## config.mk

```make
export PLATFORM = sky130hd
export DESIGN_NAME = pipeline_hazard_ctrl_flat
export DESIGN_NICKNAME = d
export VERILOG_FILES = /design/src/rtl/pipeline_hazard_ctrl_if.sv /design/src/rtl/pipeline_hazard_ctrl.sv /design/src/flat_wrapper.sv
export SDC_FILE = /design/constraint.sdc
export NUM_CORES = 1
export LEC_CHECK = 0
export ABC_AREA = 1
export CAP_MARGIN = 20
export CORE_UTILIZATION = 39
export DETAILED_ROUTE_END_ITERATION = 6
export HOLD_SLACK_MARGIN = 0.12
export PLACE_DENSITY = 0.81
export SYNTH_ARGS = -nofsm -noshare
export SYNTH_HDL_FRONTEND = slang
export SYNTH_SLANG_ARGS = --single-unit
```

## constraint.sdc

```tcl
create_clock -name clk -period 1.65 [get_ports clk]
set_input_delay 0.33 -clock clk [delete_from_list [all_inputs] [get_ports clk]]
set_output_delay 0.33 -clock clk [all_outputs]
set_load 0.005 [all_outputs]
```

## src/rtl/pipeline_hazard_ctrl_if.sv

```systemverilog
// Handshake bundle between the hazard controller and the pipeline/data-memory side.
// The master side is the controller; the slave side is the datapath that feeds it.
interface pipeline_hazard_ctrl_if;
    logic [4:0]  id_rs1;
    logic [4:0]  id_rs2;
    logic        id_uses_rs1;
    logic        id_uses_rs2;
    logic [4:0]  ex_rd;
    logic [6:0]  ex_opcode;
    logic        branch_taken;
    logic        mem_req;
    logic        mem_ready;
    logic        pc_en;
    logic        if_id_en;
    logic        id_ex_en;
    logic        ex_mem_en;
    logic        mem_wb_en;
    logic        if_id_flush;
    logic        id_ex_flush;
    logic        mem_wb_flush;
    logic        dmem_valid;
    logic        mem_err;
    logic [31:0] stall_count;

    modport master (
        input  id_rs1, id_rs2, id_uses_rs1, id_uses_rs2, ex_rd, ex_opcode,
               branch_taken, mem_req, mem_ready,
        output pc_en, if_id_en, id_ex_en, ex_mem_en, mem_wb_en,
               if_id_flush, id_ex_flush, mem_wb_flush, dmem_valid, mem_err, stall_count
    );

    modport slave (
        output id_rs1, id_rs2, id_uses_rs1, id_uses_rs2, ex_rd, ex_opcode,
               branch_taken, mem_req, mem_ready,
        input  pc_en, if_id_en, id_ex_en, ex_mem_en, mem_wb_en,
               if_id_flush, id_ex_flush, mem_wb_flush, dmem_valid, mem_err, stall_count
    );
endinterface

```

## src/rtl/pipeline_hazard_ctrl.sv

```systemverilog
// Stall/flush controller for the five-stage pipeline: load-use bubble, branch squash, memory wait/timeout.
// Optional stall-cycle counter is built only when STALL_COUNT_EN is defined.
module pipeline_hazard_ctrl #(
    parameter logic [6:0]  LOAD_OPCODE = 7'b0000011,
    parameter int unsigned MEM_TIMEOUT = 16
) (
    input  logic                          clk,
    input  logic                          rst_n,
    pipeline_hazard_ctrl_if.master        hz
);

    typedef enum logic [1:0] {
        RUN      = 2'd0,
        MEM_WAIT = 2'd1,
        ERROR    = 2'd2
    } state_t;

    localparam logic [7:0] LAST_WAIT = 8'(MEM_TIMEOUT - 1);
    localparam logic [4:0] EN_ALL    = 5'b11111;

    state_t     state, next_state;
    logic [7:0] wait_cnt, next_cnt;
    logic [4:0] en;   // {pc, if_id, id_ex, ex_mem, mem_wb}
    logic [2:0] fl;   // {if_id, id_ex, mem_wb}
    logic       dmem_valid;
    logic       mem_err;
    logic       load_use;

    assign load_use = (hz.ex_opcode == LOAD_OPCODE) && (hz.ex_rd != 5'd0) &&
                      ((hz.id_uses_rs1 && (hz.id_rs1 == hz.ex_rd)) ||
                       (hz.id_uses_rs2 && (hz.id_rs2 == hz.ex_rd)));

    // Outputs are Mealy and forced low while reset is held, independent of inputs.
    always_comb begin
        next_state = state;
        next_cnt   = wait_cnt;
        en         = '0;
        fl         = '0;
        dmem_valid = 1'b0;
        mem_err    = 1'b0;
        if (rst_n) begin
            case (state)
                RUN: begin
                    if (hz.mem_req && !hz.mem_ready) begin
                        fl         = 3'b001;
                        dmem_valid = 1'b1;
                        next_state = MEM_WAIT;
                        next_cnt   = 8'd0;
                    end else begin
                        en         = EN_ALL;
                        dmem_valid = hz.mem_req;
                        if (hz.branch_taken) begin
                            fl = 3'b110;
                        end else if (load_use) begin
                            en = 5'b00111;
                            fl = 3'b010;
                        end
                    end
                end
                MEM_WAIT: begin
                    dmem_valid = 1'b1;
                    if (hz.mem_ready) begin
                        en         = EN_ALL;
                        next_state = RUN;
                    end else begin
                        fl = 3'b001;
                        if (wait_cnt == LAST_WAIT) begin
                            next_state = ERROR;
                        end else if (wait_cnt != 8'hFF) begin
                            next_cnt = wait_cnt + 8'd1;
                        end
                    end
                end
                ERROR: begin
                    mem_err = 1'b1;
                end
                default: begin
                    next_state = RUN;
                end
            endcase
        end
    end

    always_ff @(posedge clk or negedge rst_n) begin
        if (!rst_n) begin
            state    <= RUN;
            wait_cnt <= 8'd0;
        end else begin
            state    <= next_state;
            wait_cnt <= next_cnt;
        end
    end

    assign hz.pc_en        = en[4];
    assign hz.if_id_en     = en[3];
    assign hz.id_ex_en     = en[2];
    assign hz.ex_mem_en    = en[1];
    assign hz.mem_wb_en    = en[0];
    assign hz.if_id_flush  = fl[2];
    assign hz.id_ex_flush  = fl[1];
    assign hz.mem_wb_flush = fl[0];
    assign hz.dmem_valid   = dmem_valid;
    assign hz.mem_err      = mem_err;

`ifdef STALL_COUNT_EN
    logic [31:0] stall_cnt;

    // Counts every edge on which the PC is held, wrapping naturally at 2^32.
    always_ff @(posedge clk or negedge rst_n) begin
        if (!rst_n) begin
            stall_cnt <= '0;
        end else if (!en[4]) begin
            stall_cnt <= stall_cnt + 32'd1;
        end
    end

    assign hz.stall_count = stall_cnt;
`else
    assign hz.stall_count = '0;
`endif

endmodule

```

## src/flat_wrapper.sv

```systemverilog
// flat-port wrapper written by rule: the top's interface ports become plain ports
module pipeline_hazard_ctrl_flat 
#(
    parameter logic [6:0]  LOAD_OPCODE = 7'b0000011,
    parameter int unsigned MEM_TIMEOUT = 16
)
  (clk, rst_n, hz_id_rs1, hz_id_rs2, hz_id_uses_rs1, hz_id_uses_rs2, hz_ex_rd, hz_ex_opcode, hz_branch_taken, hz_mem_req, hz_mem_ready, hz_pc_en, hz_if_id_en, hz_id_ex_en, hz_ex_mem_en, hz_mem_wb_en, hz_if_id_flush, hz_id_ex_flush, hz_mem_wb_flush, hz_dmem_valid, hz_mem_err, hz_stall_count);
  pipeline_hazard_ctrl_if hz_i ();
  input  logic clk;
  input  logic rst_n;
  input wire logic [$bits(hz_i.id_rs1)-1:0] hz_id_rs1;
  input wire logic [$bits(hz_i.id_rs2)-1:0] hz_id_rs2;
  input wire logic [$bits(hz_i.id_uses_rs1)-1:0] hz_id_uses_rs1;
  input wire logic [$bits(hz_i.id_uses_rs2)-1:0] hz_id_uses_rs2;
  input wire logic [$bits(hz_i.ex_rd)-1:0] hz_ex_rd;
  input wire logic [$bits(hz_i.ex_opcode)-1:0] hz_ex_opcode;
  input wire logic [$bits(hz_i.branch_taken)-1:0] hz_branch_taken;
  input wire logic [$bits(hz_i.mem_req)-1:0] hz_mem_req;
  input wire logic [$bits(hz_i.mem_ready)-1:0] hz_mem_ready;
  output wire logic [$bits(hz_i.pc_en)-1:0] hz_pc_en;
  output wire logic [$bits(hz_i.if_id_en)-1:0] hz_if_id_en;
  output wire logic [$bits(hz_i.id_ex_en)-1:0] hz_id_ex_en;
  output wire logic [$bits(hz_i.ex_mem_en)-1:0] hz_ex_mem_en;
  output wire logic [$bits(hz_i.mem_wb_en)-1:0] hz_mem_wb_en;
  output wire logic [$bits(hz_i.if_id_flush)-1:0] hz_if_id_flush;
  output wire logic [$bits(hz_i.id_ex_flush)-1:0] hz_id_ex_flush;
  output wire logic [$bits(hz_i.mem_wb_flush)-1:0] hz_mem_wb_flush;
  output wire logic [$bits(hz_i.dmem_valid)-1:0] hz_dmem_valid;
  output wire logic [$bits(hz_i.mem_err)-1:0] hz_mem_err;
  output wire logic [$bits(hz_i.stall_count)-1:0] hz_stall_count;
  assign hz_i.id_rs1 = hz_id_rs1;
  assign hz_i.id_rs2 = hz_id_rs2;
  assign hz_i.id_uses_rs1 = hz_id_uses_rs1;
  assign hz_i.id_uses_rs2 = hz_id_uses_rs2;
  assign hz_i.ex_rd = hz_ex_rd;
  assign hz_i.ex_opcode = hz_ex_opcode;
  assign hz_i.branch_taken = hz_branch_taken;
  assign hz_i.mem_req = hz_mem_req;
  assign hz_i.mem_ready = hz_mem_ready;
  assign hz_pc_en = hz_i.pc_en;
  assign hz_if_id_en = hz_i.if_id_en;
  assign hz_id_ex_en = hz_i.id_ex_en;
  assign hz_ex_mem_en = hz_i.ex_mem_en;
  assign hz_mem_wb_en = hz_i.mem_wb_en;
  assign hz_if_id_flush = hz_i.if_id_flush;
  assign hz_id_ex_flush = hz_i.id_ex_flush;
  assign hz_mem_wb_flush = hz_i.mem_wb_flush;
  assign hz_dmem_valid = hz_i.dmem_valid;
  assign hz_mem_err = hz_i.mem_err;
  assign hz_stall_count = hz_i.stall_count;
  pipeline_hazard_ctrl #(.LOAD_OPCODE(LOAD_OPCODE), .MEM_TIMEOUT(MEM_TIMEOUT)) u_core (.clk(clk), .rst_n(rst_n), .hz(hz_i));
endmodule
```

==> out/summary.txt, run 1 <==
most common cell after layout, fill and taps aside: nand2_1
Hold Vio Cnt, Final: 0
critical-path cell list: buf_4 > nor2_4 > nand2_4 > a21oi_4 > buf_6 > clkdlybuf4s15_1
final worst-path cycle share: 113%
Hold-fix buffers, CTS: 0
R2R setup slack: 90 ps
ratio of cells with drive above 1 in the final layout: 26.3%
All-Layer GR Usage: 18.6%
failing checks: negative setup slack
synthesized area: 1300 µm²
Initial Utilization: 41.9%
status: finished with violations
Final Setup Violations: 8
Area growth syn-to-layout: 42.6%
vias in the first global route: 1,278
worst-skew pair later-pin latency: 280 ps
die height: 59.8 µm
flops & latches, synth: 10
multiplexer share of the synthesized area: 0%
clock-pin slew on the worst setup and hold paths: 70 ps
total negative setup slack: -1310 ps
site row count: 20
DR pass1 iterations: 4
DRC viols: 0
Iteration-0 DRC Markers: 69
Tightest Hold Check Type: primary input to async pin
placed inst area: 1750 µm²
f_max: 0.538 GHz
Max clock buf depth: 2
Max Cap Viol: 0
CP max stage cell: dfrtp_1
drt wl/cell: 10.0 µm
initial antenna violation count: 0
post-synthesis adder-cell area fraction: 0.962%
Ys Warns: 0
CTS Sinks: 10
Static Leak: 1.07 nW
Post-Place Cells: 313
Final Non-Filler Cells: 325
Final nets: 312
classification of the worst setup path: flop to primary output
ANT cells: 0
CP peak stage delay: 420 ps
root buf cell: clkbuf_4
crit path launch type: flop
TritonCTS clock tree: yes
Peak VDD IR: 836 µV
gpl congestion: 0.828
DIE AREA: 3570 µm²
core area: 3100 µm²
WP data required: 1320 ps
vias per std cell: 4.40
final worst setup slack: -210 ps
critical path endpoint category: primary output
Vias: 1,431
pre-CTS setup slack: -647 ps
worst-case reg-to-reg path depth: 10
HPWL after DPL: 2.39 mm
Power Dens Cells: 997 nW/µm²
Synth Instances: 214
RSZ-0062 raised after global routing: yes
commonest cells after routing, fill and taps aside: 61 x nand2_1, 32 x conb_1, 26 x buf_4, 22 x inv_1
I/O pins: 71
GRT overflow: 0
synth unique cells: 26
first-pass GRT wire length: 5.12 mm
total routed wirelength: 3.25 mm
final instance area: 1860 µm²
share of the yosys chip area belonging to registers: 19.2%
crit path max fanout: 4
Num CTS Buffers: 3
Slew Limit Fails: 0
die width: 59.8 µm
largest family of logic cells by synthesized area: simple AND/OR/NAND/NOR gates
Avg Inst Size Synth: 6.08 µm²
Power, Total: 0.00185 W
largest net degree at the start of global routing: 12
Routed Antenna Nets: 0
WP data arrival: 1530 ps
compound-cell area share of the yosys netlist: 4.52%
port bufs: 38
H-Tree Depth: 1
simple-gate share of the synthesized area: 43.8%
Final Skew: 0.914 ps
Final Critical Period: 1860 ps
post-synthesis xor/xnor area fraction: 1.35%
[worst max-delay path, delay by kind of cell (launching register included)]
kind,cells,cell delay (ps)
flip-flops,1,420
buffers and inverters,3,470
AND/OR/NAND/NOR,2,210
AO/OA/AOI/OAI,1,140
[per-layer routing]
metal | wire length [µm] | GRT usage, % | vias to the layer above
li1 | - | - | 732
met1 | 1330 | 20.9 | 646
met2 | 1730 | 35.4 | 46
met3 | 148 | 2.60 | 7
met4 | 51 | 6.31 | 0
met5 | 0 | 0 | -
[area by class of cell]
type	count	area [µm²]
Clock buffer	4	36.3
Fill cell	302	1250
Multi-Input combinational cell	167	840
Timing Repair Buffer	67	548
Tap cell	44	55.1
Sequential cell	10	250
Inverter	33	126
[where the power goes]
| part | internal (W) | switching [W] |
|---|---|---|
| clock | 0.000135 | 0.000101 |
| combinational | 0.000648 | 0.000627 |
| sequential | 0.000294 | 0.0000459 |
| total | 0.00108 | 0.000773 |
[kinds of logic after synthesis]
logic type,Yosys count
xor gates and xnor gates,2
other,1
AOI/OAI and AO/OA,10
and+or+nand+nor,122
DFF,10
buffers and inverters,68
adders and majority gates,1
[cell usage after synthesis]
library cell | number | share of area (%)
nand2_1 | 62 | 18
buf_4 | 35 | 20
inv_1 | 26 | 7.5
nor2_1 | 20 | 5.8
nand3_1 | 19 | 7.3
dfrtp_1 | 10 | 19
inv_2 | 6 | 1.7
nor3_1 | 5 | 1.9
o21ai_1 | 4 | 1.5
a21oi_1 | 3 | 1.2
nand2_2 | 3 | 1.4
nand4_1 | 3 | 1.4
nor2_2 | 3 | 1.4
nor2_4 | 2 | 1.7
xor2_1 | 2 | 1.3
a211oi_1 | 1 | 0.58
a21oi_2 | 1 | 0.67
conb_1 | 1 | 0.29
ha_1 | 1 | 0.96
inv_4 | 1 | 0.48
nand2_4 | 1 | 0.87
nand3_2 | 1 | 0.77
nand3b_1 | 1 | 0.58
nand4_4 | 1 | 1.6
nor3b_2 | 1 | 0.96
o21bai_1 | 1 | 0.58
[flip-flops by register name (all words and copies together) (netlist names)]
signal / flops
u_core.state: 2
u_core.wait_cnt: 8
[per-stage QoR]
stage	utilization (%)	hold WS (ps)
after CTS	58.7	170
after global routing	59.8	174
final	59.8	162
after global placement	56.3	501
after floorplan	-	34.4
after detailed placement	56.3	496
[what timing repair did]
action | CTS | global route
setup endpoints to repair | 10 | 9
resized for setup | 68 | 8
buffers inserted | 5 | 3
pin swaps | 17 | 2
[path summary, 6_finish.rpt]
check,from,end
worst max-delay path,u_core.state[1],hz_id_ex_en
worst min-delay path,rst_n,u_core.wait_cnt[7]
worst max register to register,u_core.state[1],u_core.wait_cnt[3]
worst min register to register,u_core.wait_cnt[1],u_core.wait_cnt[1]
max in group asynchronous,rst_n,u_core.wait_cnt[6]
min in group clk,u_core.wait_cnt[1],u_core.wait_cnt[1]
(Power assumes the default switching activity.)
==> run 2: changes to the inputs <==
--- a/config.mk
+++ b/config.mk
@@ -10,7 +10,7 @@
 export CORE_UTILIZATION = 39
 export DETAILED_ROUTE_END_ITERATION = 6
 export HOLD_SLACK_MARGIN = 0.12
-export PLACE_DENSITY = 0.81
+export PLACE_DENSITY_LB_ADDON = 0.08
 export SYNTH_ARGS = -nofsm -noshare
 export SYNTH_HDL_FRONTEND = slang
 export SYNTH_SLANG_ARGS = --single-unit
==> run 2 against run 1 <==
  * The flow still finishes with violations (negative setup slack)
  * Sequential share of layout area down 0.33 points
  * Die area unchanged
  * Core utilization up 1.5 points
  * Power up 1.2%
  * Hold slack better by 350 ps
  * Register-to-register slack worse by 70 ps
  * Cell count up 1.2%
  * Design area up 2.5%
  * Sequential power about the same
  * Clock power down 8%
  * Critical path depth up 2
  * Largest power group unchanged
  * Highest routed layer unchanged
==> out/summary.txt, run 2 (synthesis results as in run 1) <==
first-pass GRT wire length: 4.82 mm (was 5.12 mm)
die height: 59.8 µm (unchanged)
f_max: 0.553 GHz (was 0.538 GHz)
DIE AREA: 3570 µm² (unchanged)
Area growth syn-to-layout: 46.2% (was 42.6%)
RSZ-0062 raised after global routing: yes (unchanged)
Critical path buffers and inverters: 5 (was 3)
total routed wirelength: 3.16 mm (was 3.25 mm)
critical-path cell list: buf_6 > nor2_4 > buf_6 > nand2_4 > a21oi_4 > buf_6 > buf_6 > buf_6 (was buf_4 > nor2_4 > nand2_4 > a21oi_4 > buf_6 > clkdlybuf4s15_1)
Post-Place Cells: 313 (unchanged)
CP peak stage delay: 420 ps (about the same)
most common cell after layout, fill and taps aside: nand2_1 (unchanged)
commonest cells after routing, fill and taps aside: 62 x nand2_1, 32 x conb_1, 25 x buf_4, 21 x inv_1, 21 x dlygate4sd2_1 (was 61 x nand2_1, 32 x conb_1, 26 x buf_4, 22 x inv_1)
crit path max fanout: 3 (was 4)
Initial Utilization: 41.9% (unchanged)
Final nets: 316 (was 312)
classification of the worst setup path: flop to primary output (unchanged)
pre-CTS setup slack: -661 ps (was -647 ps)
Final Skew: 7.79 ps (was 0.914 ps)
HPWL after DPL: 2.40 mm (was 2.39 mm)
Final Setup Violations: 8 (unchanged)
Final Core Density: 61.3% (was 59.8%)
critical path endpoint category: primary output (unchanged)
site row count: 20 (unchanged)
Max clock buf depth: 2 (unchanged)
Hold Vio Cnt, Final: 0 (unchanged)
ANT cells: 0 (unchanged)
Power Dens Cells: 985 nW/µm² (was 997 nW/µm²)
final worst-path cycle share: 110% (was 113%)
H-Tree Depth: 1 (unchanged)
core area: 3100 µm² (unchanged)
Peak VDD IR: 765 µV (was 836 µV)
root buf cell: clkbuf_4 (unchanged)
Tightest Hold Check Type: flop to flop (was primary input to async pin)
final worst setup slack: -159 ps (was -210 ps)
largest register by flop count: u_core.wait_cnt (unchanged)
Num CTS Buffers: 3 (unchanged)
Static Leak: 1.09 nW (was 1.07 nW)
CTS Sinks: 10 (unchanged)
DRC viols: 0 (unchanged)
WP data required: 1320 ps (about the same)
WP data arrival: 1480 ps (was 1530 ps)
Slew Limit Fails: 0 (unchanged)
port bufs: 38 (unchanged)
Max Cap Viol: 0 (unchanged)
largest net degree at the start of global routing: 12 (unchanged)
clock-pin slew on the worst setup and hold paths: 70 ps (about the same)
CP most frequent cell: buf_6
GRT overflow: 0 (unchanged)
TritonCTS clock tree: yes (unchanged)
die width: 59.8 µm (unchanged)
I/O pins: 71 (unchanged)
drt wl/cell: 9.60 µm (was 10.0 µm)
All-Layer GR Usage: 17.3% (was 18.6%)
DR pass1 iterations: 4 (unchanged)
Final Critical Period: 1810 ps (was 1860 ps)
Routed Antenna Nets: 0 (unchanged)
Regs by FF count: u_core.wait_cnt x8, u_core.state x2 (unchanged)
vias in the first global route: 1,190 (was 1,278)
status: finished with violations (unchanged)
failing checks: negative setup slack (unchanged)
Largest register FFs: 8 (unchanged)
Vias: 1,399 (was 1,431)
worst-skew pair later-pin latency: 260 ps (was 280 ps)
delay-heaviest family, CP: buffers and inverters (unchanged)
Iteration-0 DRC Markers: 55 (was 69)
gpl congestion: 0.855 (was 0.828)
initial antenna violation count: 0 (unchanged)
CP max stage cell: dfrtp_1 (unchanged)
vias per std cell: 4.25 (was 4.40)
ratio of cells with drive above 1 in the final layout: 28.4% (was 26.3%)
Final Non-Filler Cells: 329 (was 325)
crit path launch type: flop (unchanged)
## run 2: changes by cell type in the layout (fill, tap and decap cells not counted), sizes merged
| cell | before | now |
|---|---|---|
| buf | 36 | 42 |
| clkdlybuf4s15 | 2 | 0 |
| dlygate4sd3 | 0 | 1 |
| clkbuf | 5 | 4 |
| clkdlybuf4s50 | 8 | 6 |
| dlygate4sd2 | 19 | 21 |
## run 2: worst paths after layout
kind                                    startpoint                  to  slack (ps)  cells after the start
worst min-delay path            u_core.wait_cnt[1]  u_core.wait_cnt[1]         510                      2
worst max register to register     u_core.state[1]  u_core.wait_cnt[4]          20                     12
min in group asynchronous                    rst_n  u_core.wait_cnt[1]         600                      3
max in group asynchronous                    rst_n  u_core.wait_cnt[3]         890                      3
worst min register to register  u_core.wait_cnt[1]  u_core.wait_cnt[1]         510                      2
worst max-delay path               u_core.state[1]         hz_id_ex_en        -160                      8
## run 2: cell type report
| cell class | instances | area [µm²] |
|---|---|---|
| flip-flops and latches | 10 | 250 |
| inverters | 33 | 126 |
| multi-input cells | 167 | 838 |
| clock buffers | 4 | 36.3 |
| well taps | 44 | 55.1 |
| fillers | 310 | 1200 |
| repair buffers | 71 | 596 |
## run 2: power breakdown
group          internal (W)  switching, W
registers          0.000294     0.0000447
clock network      0.000134     0.0000830
logic              0.000697      0.000620
total               0.00112      0.000748
## run 2: worst reg2reg max path: stages (launching register included)
cell and delay (ps):
dfrtp_1 420, buf_6 140, nor2_4 90, buf_6 110, nand2_4 50, buf_4 120
buf_4 120, buf_4 130, nand2_4 50, inv_4 40, buf_6 120, nand3_1 70
nand2_1 60
## run 2: metal layers
| layer | wire length (µm) | GRT usage (%) | vias up |
|---|---|---|---|
| li1 | - | - | 734 |
| met1 | 1360 | 22.0 | 601 |
| met2 | 1500 | 30.3 | 60 |
| met3 | 271 | 3.46 | 4 |
| met4 | 29 | 3.32 | 0 |
| met5 | 0 | 0 | - |
## run 2: repair_timing
| item | CTS | global route |
|---|---|---|
| endpoints found under the setup margin | 10 | 11 |
| buffers inserted | 10 | 2 |
| hold buffers | 0 | 1 |
| hold endpoints to repair | 0 | 10 |
| pin swaps | 20 | 3 |
| resized for setup | 79 | 10 |
## run 2: stage by stage
stage / TNS (ps) / hold slack, ps / total power, W / instance area (µm²)
after floorplan: 0 / 34.4 / 0.000929 / 1420
final: -890 / 511 / 0.00187 / 1900
after CTS: -920 / 415 / 0.00180 / 1840
after global placement: -5720 / 501 / 0.00143 / 1750
after global routing: -2130 / 555 / 0.00202 / 1900
after detailed placement: -5920 / 503 / 0.00143 / 1750
==> RTL change: new RTL, flow settings as in run 1 <==
Build with the macro `STALL_COUNT_EN` defined.
--- a/src/rtl/pipeline_hazard_ctrl.sv
+++ b/src/rtl/pipeline_hazard_ctrl.sv
@@ -1,5 +1,7 @@
 // Stall/flush controller for the five-stage pipeline: load-use bubble, branch squash, memory wait/timeout.
 // Optional stall-cycle counter is built only when STALL_COUNT_EN is defined.
+`define STALL_COUNT_EN
+
 module pipeline_hazard_ctrl #(
     parameter logic [6:0]  LOAD_OPCODE = 7'b0000011,
     parameter int unsigned MEM_TIMEOUT = 16
Formal check against the unedited RTL: not equivalent (a bounded check fails within 4 cycles, from zero or initial values and one cycle with rst_n low).
==> RTL change against run 1 <==
- the flow still finishes with violations (setup timing)
- area after synthesis rose by 140%
- critical path depth rose by 7
- wire length rose to 2.9 times the old value
- power rose by 130%
- sequential power rose to 3.8 times the old value
- worst setup slack got worse by 44 ps
- register-to-register slack got worse by 340 ps
- clock skew rose by 10 ps
- sequential cell count rose by 32
- cell area rose by 140%
- synthesized cell count rose by 130%
- hold slack improved by 66 ps
- critical path type is now register to register
==> RTL change: results (changes against run 1) <==
| Metric | Value |
|---|---|
| Wire per inst | 13.27 um (was 10.01 um) |
| Post-Place Worst Slack | -670.5 ps (was -647.1 ps) |
| Port Buffer Count | 70 (was 38) |
| Repair and plain buffers | 121 (was 67) |
| Worst Setup SP | u_core.state[0] (was u_core.state[1]) |
| Final Wtd Congestion | 0.8948 (was 0.8279) |
| Clock-cell share | 0.01982 (was 0.01955) |
| Skew-Pair Late Insertion Delay | 300 ps (was 280 ps) |
| Buffer share of cell area | 0.2442 (was 0.2953) |
| Combinational Power Share | 0.538 (was 0.689) |
| Avg Inst Size Synth | 6.322 sq um (was 6.081 sq um) |
| R2R Path End | u_core.state[0] (was u_core.wait_cnt[3]) |
| Setup Viol. Count Final | 10 (was 8) |
| Sequential share of cell area | 0.2362 (was 0.1349) |
| Reg2reg setup slack | -250 ps (was 90 ps) |
| Reg2reg path depth | 13 (was 10) |
| Synth Area in Compound Gates | 0.01646 (was 0.04519) |
| Total negative slack | -1935 ps (was -1313 ps) |
| Slack of the critical path | -253.5 ps (was -209.9 ps) |
| GRT Total Usage | 0.2330 (was 0.1862) |
| Vias/cell | 4.944 (was 4.403) |
| Multi-input gates | 392 (was 167) |
| DP Wirelength | 6776 um (was 2393 um) |
| Multi-input gate share of total cell area | 0.4317 (was 0.4525) |
| Clock buf count | 5 (was 4) |
| Iter 0 DRT Violations | 205 (was 69) |
| Area contributors post-synth | dfrtp_1 (34%), nand2_1 (25%), nand3_1 (8.2%) (was buf_4 (20%), dfrtp_1 (19%), nand2_1 (18%)) |
| Status | finished, violations left (unchanged) |
| Postcts setup bufs | 23 (was 5) |
| Count of non-CTS inverters in the layout | 47 (was 33) |
| Cells after DPL | 684 (was 313) |
| Via Count | 3520 (was 1431) |
| Largest net degree at the start of global routing | 43 (was 12) |
| Max reg flops | 32 (was 8) |
| Synth cell types | 24 (was 26) |
| Clock Power Share | 0.162 (was 0.127) |
| Failing checks | setup timing (unchanged) |
| H-tree depth | 2 (was 1) |
| Adder-cell share of the synthesized area | 0.008029 (was 0.009615) |
| Seq/Total Area, Yosys | 0.3372 (was 0.1923) |
| Final nets | 640 (was 312) |
## RTL change: cell count changes after synthesis, sizes merged, moves of 14 or more
| cell | before | now |
|---|---|---|
| dfrtp | 10 | 42 |
| inv | 33 | 47 |
| buf | 35 | 12 |
| nand2 | 66 | 216 |
| nand3 | 20 | 54 |
| nor2 | 25 | 61 |
## RTL change: how the worst max path moves through the flow
stage                            endpoint  slack (ps)  cells after the start
after floorplan                  hz_pc_en          20                     10
final                     u_core.state[0]        -250                     13
after global routing          hz_if_id_en        -290                      9
after detailed placement   hz_id_ex_flush        -670                     10
after global placement     hz_id_ex_flush        -670                     10
after CTS                     hz_if_id_en        -210                     10
## RTL change: through the flow
stage	power [uW]	area, sq um	util
after floorplan	2182	3117	-
after global placement	2990	4086	0.5288
final	4314	4544	0.5881
after detailed placement	3021	4086	0.5288
after CTS	4035	4352	0.5631
after global routing	4561	4544	0.5881
## RTL change: cells by family after synthesis
logic type	after synthesis
buffers and inverters	59
XOR/XNOR	21
AO/OA/AOI/OAI	7
flip-flops	42
adder cells (fa/ha/maj)	2
AND/OR/NAND/NOR	362
## RTL change: per-layer routing
| metal | wire, um | up-vias | GRT usage | share of wire |
|---|---|---|---|---|
| li1 | - | 1770 | - | - |
| met1 | 4119 | 1646 | 0.2865 | 0.44 |
| met2 | 4762 | 81 | 0.4066 | 0.50 |
| met3 | 323 | 23 | 0.03936 | 0.034 |
| met4 | 242 | 0 | 0.08466 | 0.026 |
| met5 | 0 | - | 0 | 0 |
## RTL change: worst register-to-register path, stage by stage, from the launching register on
cell	delay [ps]
dfrtp_1	420
inv_2	80
nand2_4	80
nor2_4	50
buf_4	130
buf_4	120
buf_4	130
buf_4	130
buf_4	120
buf_4	120
a211oi_2	140
nand2_1	130
nand2_1	100
o21ai_1	60
